### src/rtl/display_ocupacion.sv
// Seven-segment occupancy display: decodes the 3-bit lot count, flashes the
// decimal point after each change and blinks the digit while the lot is full.
module display_ocupacion #(
  parameter int TICK_DIV       = 6000000,
  parameter int FLASH_TICKS    = 2,
  parameter int FULL_VAL       = 7,
  parameter bit SEG_ACTIVE_LOW = 1'b0
) (
  input  logic       clk,
  input  logic       reset,
  input  logic [2:0] count,
  output logic [6:0] seg,
  output logic       dp,
  output logic       full,
  output logic       empty
);

  localparam int DIV_W = (TICK_DIV > 2) ? $clog2(TICK_DIV) : 1;
  localparam int FC_W  = $clog2(FLASH_TICKS + 1);

  typedef enum logic [1:0] {ST_NORMAL, ST_FLASH, ST_FULL} state_t;

  state_t             state_reg, state_next;
  logic [2:0]         count_q_reg;
  logic [DIV_W-1:0]   div_reg, div_next;
  logic               blink_reg, blink_next;
  logic [FC_W-1:0]    flash_cnt_reg, flash_cnt_next;

  logic               chg, tick, go_full;
  logic [6:0]         dec, seg_next;
  logic               dp_next, full_next, empty_next;
  logic [6:0]         seg_reg;
  logic               dp_reg, full_reg, empty_reg;

  assign chg     = (count != count_q_reg);
  assign tick    = (div_reg == DIV_W'(TICK_DIV - 1));
  assign go_full = chg && (count >= 3'(FULL_VAL));

  always_ff @(posedge clk) begin
    if (reset) begin
      state_reg     <= ST_NORMAL;
      count_q_reg   <= 3'd0;
      div_reg       <= '0;
      blink_reg     <= 1'b0;
      flash_cnt_reg <= '0;
    end else begin
      state_reg     <= state_next;
      count_q_reg   <= count;
      div_reg       <= div_next;
      blink_reg     <= blink_next;
      flash_cnt_reg <= flash_cnt_next;
    end
  end

  // A count change always wins over a tick arriving in the same cycle.
  always_comb begin
    state_next     = state_reg;
    flash_cnt_next = flash_cnt_reg;
    div_next       = tick ? '0 : div_reg + DIV_W'(1);
    blink_next     = go_full ? 1'b0 : (tick ? ~blink_reg : blink_reg);
    if (chg) begin
      if (go_full) begin
        state_next = ST_FULL;
      end else begin
        state_next     = ST_FLASH;
        flash_cnt_next = FC_W'(FLASH_TICKS);
      end
    end else if (state_reg == ST_FLASH && tick) begin
      if (flash_cnt_reg == FC_W'(1)) begin
        state_next     = ST_NORMAL;
        flash_cnt_next = '0;
      end else begin
        flash_cnt_next = flash_cnt_reg - FC_W'(1);
      end
    end
  end

  always_comb begin
    dec = 7'b0111111;
    case (count_q_reg)
      3'd0: dec = 7'b0111111;
      3'd1: dec = 7'b0000110;
      3'd2: dec = 7'b1011011;
      3'd3: dec = 7'b1001111;
      3'd4: dec = 7'b1100110;
      3'd5: dec = 7'b1101101;
      3'd6: dec = 7'b1111101;
      3'd7: dec = 7'b0000111;
      default: dec = 7'b0111111;
    endcase
    seg_next   = ((state_reg == ST_FULL) && blink_reg) ? 7'b0000000 : dec;
    seg_next   = seg_next ^ {7{SEG_ACTIVE_LOW}};
    dp_next    = (state_reg == ST_FLASH) ^ SEG_ACTIVE_LOW;
    full_next  = (state_reg == ST_FULL);
    empty_next = (count_q_reg == 3'd0);
  end

  // Outputs track the cleared state, so they need no reset of their own.
  always_ff @(posedge clk) begin
    seg_reg   <= seg_next;
    dp_reg    <= dp_next;
    full_reg  <= full_next;
    empty_reg <= empty_next;
  end

  assign seg   = seg_reg;
  assign dp    = dp_reg;
  assign full  = full_reg;
  assign empty = empty_reg;

endmodule

### config.mk
export PLATFORM = sky130hd
export DESIGN_NAME = display_ocupacion
export DESIGN_NICKNAME = d
export VERILOG_FILES = /design/src/rtl/display_ocupacion.sv
export SDC_FILE = /design/constraint.sdc
export NUM_CORES = 1
export LEC_CHECK = 0
export BUFFER_PORTS_ARGS = -buffer_cell sky130_fd_sc_hd__clkbuf_2
export CAP_MARGIN = 10
export CORE_ASPECT_RATIO = 1.1
export CORE_MARGIN = 2
export CORE_UTILIZATION = 58
export DETAILED_ROUTE_END_ITERATION = 7
export PLACE_DENSITY = 0.85
export SYNTH_ARGS = -nofsm -noshare
export SYNTH_HDL_FRONTEND = slang
export SYNTH_SLANG_ARGS = --single-unit
### constraint.sdc
create_clock -name clk -period 2.3 [get_ports clk]
set_input_delay 0.46 -clock clk [delete_from_list [all_inputs] [get_ports clk]]
set_output_delay 0.46 -clock clk [all_outputs]
set_load 0.05 [all_outputs]
# Word level (Yosys, flattened, before mapping)

Memories as Yosys holds them, arrays and structs flattened. A register that Yosys moved wholly into a read port is not among the register bits.
Index checks and enable logic that the tools add are counted.

Bits in registers: 34
Memory bits (read-only): 56
Input bits: 5
Output and inout bits: 10
Logic and storage cells: 37
Memories: 1

Memory list:

| name            | depth | width | rd ports | clocked after Yosys merged registers in | write ports | RTL line | text |
|---|---|---|---|---|---|---|---|
| (no name shown) | 8     | 7     | 1        | 1                                       | 0           | 80       | `case (count_q_reg)` |

Add/subtract/negate cells: 2
Magnitude comparators: 1
Eq/ne operators: 6
Multiplexer cells: 8
Bitwise gates (word level): 1
Reductions and logical operators: 10

Operators with widths:

| kind                    | number |
|---|---|
| $add A23 B1 Y23 const B | 1 |
| $eq A23 B23 Y1 const B  | 1 |
| $mux W2                 | 8 |
| $eq A2 B1 Y1 const B    | 2 |
| $reduce_and A2 Y1       | 2 |
| $reduce_bool A2 Y1      | 2 |
| $reduce_or A2 Y1        | 2 |
| $ge A3 B3 Y1 const B    | 1 |
| $logic_and A1 B1 Y1     | 3 |
| $logic_not A3 Y1        | 1 |
| $ne A3 B3 Y1            | 1 |
| $eq A2 B2 Y1 const B    | 1 |
| $ne A2 B2 Y1 const B    | 1 |
| $sub A2 B1 Y2 const B   | 1 |
| $not A1 Y1              | 1 |

# Depth between registers and ports, before layout

Depth in word-level cells: 4
Depth in mapped cells: 6
Mapped depth without buffers: 5

# Worst setup path after synthesis

OpenSTA, ideal clock, no wires.

Path kind: flip-flop to flip-flop
Start: register div_reg[0]
End: register div_reg[22]
Setup time: 0.070 ns
Data arrival time: 1.927 ns
Data required time: 2.230 ns
Setup slack: 0.302 ns
Cell stages (with the launch flop): 7
Path buffers: 1
Period minus slack after synthesis: 1.998 ns
Cells stage by stage: dfxtp_1 ha_1 nand3_2 or4_4 buf_6 or4_1 a21oi_1

Cells in the longest elaborated chain, start to end: 2
Elaborated cells on any way between the ends: 3
Classes of those cells: add/sub: 1; eq/ne: 1; reduce/logical: 1

Ends and longest elaborated chain:

| element                                                                 | RTL line | text |
|---|---|---|
| from (decl)                                                             | 25       | `logic [DIV_W-1:0] div_reg, div_next;` |
| from (signal assigned)                                                  | 49       | `div_reg <= div_next;` |
| parallel branches: the longest is 2 deep, another holds $add A23 B1 Y23 | --       |  |

Parallel ways; which one is timed is not known.
A chain may end at the register's enable or synchronous reset.

# Final worst setup path

Start: register div_reg[0]
End: register div_reg[20]

Same word-level chain as after synthesis.

==> qor.txt <==
First-pass GRT wire length: 5660 µm
Pleak: 0.716 nW
1st-iter DRT viols: 38
Dpl hpwl: 2170 µm
Status: completed
Remaining antenna violation count: 0
Setup CP Type: flip-flop to flip-flop
Clock Path Buffers: 2
Row count: 21
Synthesized cell area: 1820 µm²
CTS root buf: clkbuf_4
Sw frac: 0.254
WL/cell: 11.7 µm
CTS sink cnt: 41
Initial cell density of the core: 0.604
NetSw: 0.000324 W
Non-Filler Instances: 257
Final-report max-slew violation count: 0
Slew margin rel.: 0.751
Distinct cell type count after synthesis: 35
Routed vias: 1409
Critical path capture point type: flip-flop
Final critical-path required period: 2.06 ns
Pint: 0.000949 W
Vias per cell: 5.48
Overall routed net length: 3000 µm
EDFF count, synth: 0
Fraction of layout cells with a size suffix above 1: 0.135
Largest net degree at the start of global routing: 24
Worst hold path type: input port to flip-flop
Drt pass-1 iters: 4
Yosys warns: 0
H-Tree Level Count: 2
Max FFs per register: 23
Post_cts resized: 0
Part of the Yosys area used for sequential elements: 0.450
Synthesized area per cell: 8.86 µm²
IO buf count: 14
Area grow syn2layout: 8.99%
Total Routing Usage GR: 0.201
CP Buf/Inv Count: 0
CTS tree: yes
Max FO, Critical Path: 11
Final clock skew: 0.00578 ns
Logic pwr share: 0.101
Fmax: 486 MHz
Dpl cells: 249
Critical Path RT: 2.59 ns
Skew-Pair Late Insertion Delay: 0.35 ns
Total of fill cells in the finished design: 249
Synth async-reset ratio: 0
Multi-input gate area: 928 µm²
Sequential Power Share: 0.589
Post-synthesis cell count: 206
Setup Buffers After CTS: 0
Io pins: 15
# diodes: 0
Setup_tns: 0 ns
Clock Power Share: 0.310
Peak supply drop: 0.470 mV
Register area: 821 µm²
Vias in the first global route: 1386
Util after Layout: 0.658
Cell area power density: 640 nW/µm²
Commonest non-fill, non-tap cell in the layout: dfxtp_1
Hold buffer count at cts: 0
DRC: 0
Nets@finish: 235
Highest-count cells in the layout ignoring fill and taps: 41 x dfxtp_1, 21 x nor2_1, 17 x a21oi_1
Worst slew pin tran: 0.371 ns
Overflow after GRT: 0
# setup viols final: 0
Crit-path slowest cell: or4_4
Worst-path clk slew: 0.11 ns
Post-synthesis register bit count: 41
Die area: 3610 µm²
Die height: 62.8 µm
CP arrival: 2.35 ns
Die Wd: 57.5 µm
Crit-path leading delay family: simple AND/OR/NAND/NOR gates
Primary FF master, synth: dfxtp_1
Critical path's largest stage delay: 0.61 ns
Antenna violations before repair: 0
RD Place Congestion: 0.792
Total CTS buffers: 5
RSZ-0062 raised after global routing: no
Core area: 3020 µm²
Startpoint Class: flip-flop
Critical-path cell list: ha_1 -> nand3_2 -> or4_4 -> or4_1 -> a21oi_1
Final worst path period share: 0.895
Final hold vios: 0
Max-Cap Viols: 0
Post-Syn Nets: 219
-- final cells by class --
type                       instances  area share
clock inverter                     1     0.00252
inverter                          11      0.0208
tap                               34      0.0214
clock buffer                       7      0.0327
sequential                        41       0.413
timing repair buffer              16      0.0428
multi-input combinational        147       0.467
-- through the flow --
| stage | area, µm² | setup slack (ns) | hold WS (ns) | power, W |
|---|---|---|---|---|
| floorplan | 1820 | 0.302 | 0.408 | 0.000864 |
| global placement | 1920 | 0.318 | 0.447 | 0.000892 |
| detailed placement | 1920 | 0.263 | 0.442 | 0.000896 |
| CTS | 1990 | 0.244 | 0.344 | 0.00129 |
| global route | 1990 | 0.104 | 0.347 | 0.00134 |
| finish | 1990 | 0.242 | 0.359 | 0.00127 |
-- routing by layer --
metal | up-vias | GRT usage | wire [µm]
li1 | 755 | - | -
met1 | 633 | 0.237 | 1410
met2 | 15 | 0.315 | 1410
met3 | 6 | 0.0663 | 103
met4 | 0 | 0.110 | 71
met5 | - | 0 | 0
-- final timing paths --
check                     from  slack (ns)  cells after the start        endpoint
hold / removal        count[1]        0.36                      2  count_q_reg[1]
setup / recovery    div_reg[0]        0.24                      5     div_reg[20]
setup reg to reg    div_reg[0]        0.24                      5     div_reg[20]
hold reg to reg   state_reg[0]        0.45                      1            full
-- Yosys cell counts, types with 2 or more instances --
| cell type | count | share of area |
|---|---|---|
| a211oi_1 | 3 | 0.012 |
| a21oi_1 | 17 | 0.047 |
| and2_1 | 2 | 0.0069 |
| and4_1 | 2 | 0.0096 |
| clkbuf_1 | 6 | 0.012 |
| dfxtp_1 | 41 | 0.45 |
| ha_1 | 8 | 0.055 |
| inv_1 | 11 | 0.023 |
| nand2_1 | 10 | 0.021 |
| nand2b_1 | 3 | 0.010 |
| nand3_1 | 11 | 0.030 |
| nand4_1 | 3 | 0.010 |
| nor2_1 | 21 | 0.043 |
| nor2b_1 | 7 | 0.024 |
| nor3_1 | 4 | 0.011 |
| nor4_1 | 2 | 0.0069 |
| nor4bb_1 | 2 | 0.011 |
| o21ai_0 | 10 | 0.027 |
| o31ai_1 | 3 | 0.012 |
| or3_1 | 9 | 0.031 |
| or4_1 | 5 | 0.021 |
| xnor2_1 | 7 | 0.034 |
| xor2_1 | 7 | 0.034 |
-- power by group through the flow --
stage	clock, W	combinational (W)	sequential, W
after floorplan	0	0.0000514	0.000813
after global placement	0	0.000128	0.000765
after detailed placement	0	0.000130	0.000766
after CTS	0.000413	0.000130	0.000750
after global routing	0.000445	0.000143	0.000753
final	0.000394	0.000129	0.000749
-- kinds of logic after synthesis --
family,count (synthesis),share of synthesized area
adders and majority gates,8,0.0549
DFF,41,0.450
xor gates and xnor gates,14,0.0672
and+or+nand+nor,87,0.265
AOI/OAI and AO/OA,38,0.121
buffers and inverters,18,0.0412
(Power assumes the default switching activity.)
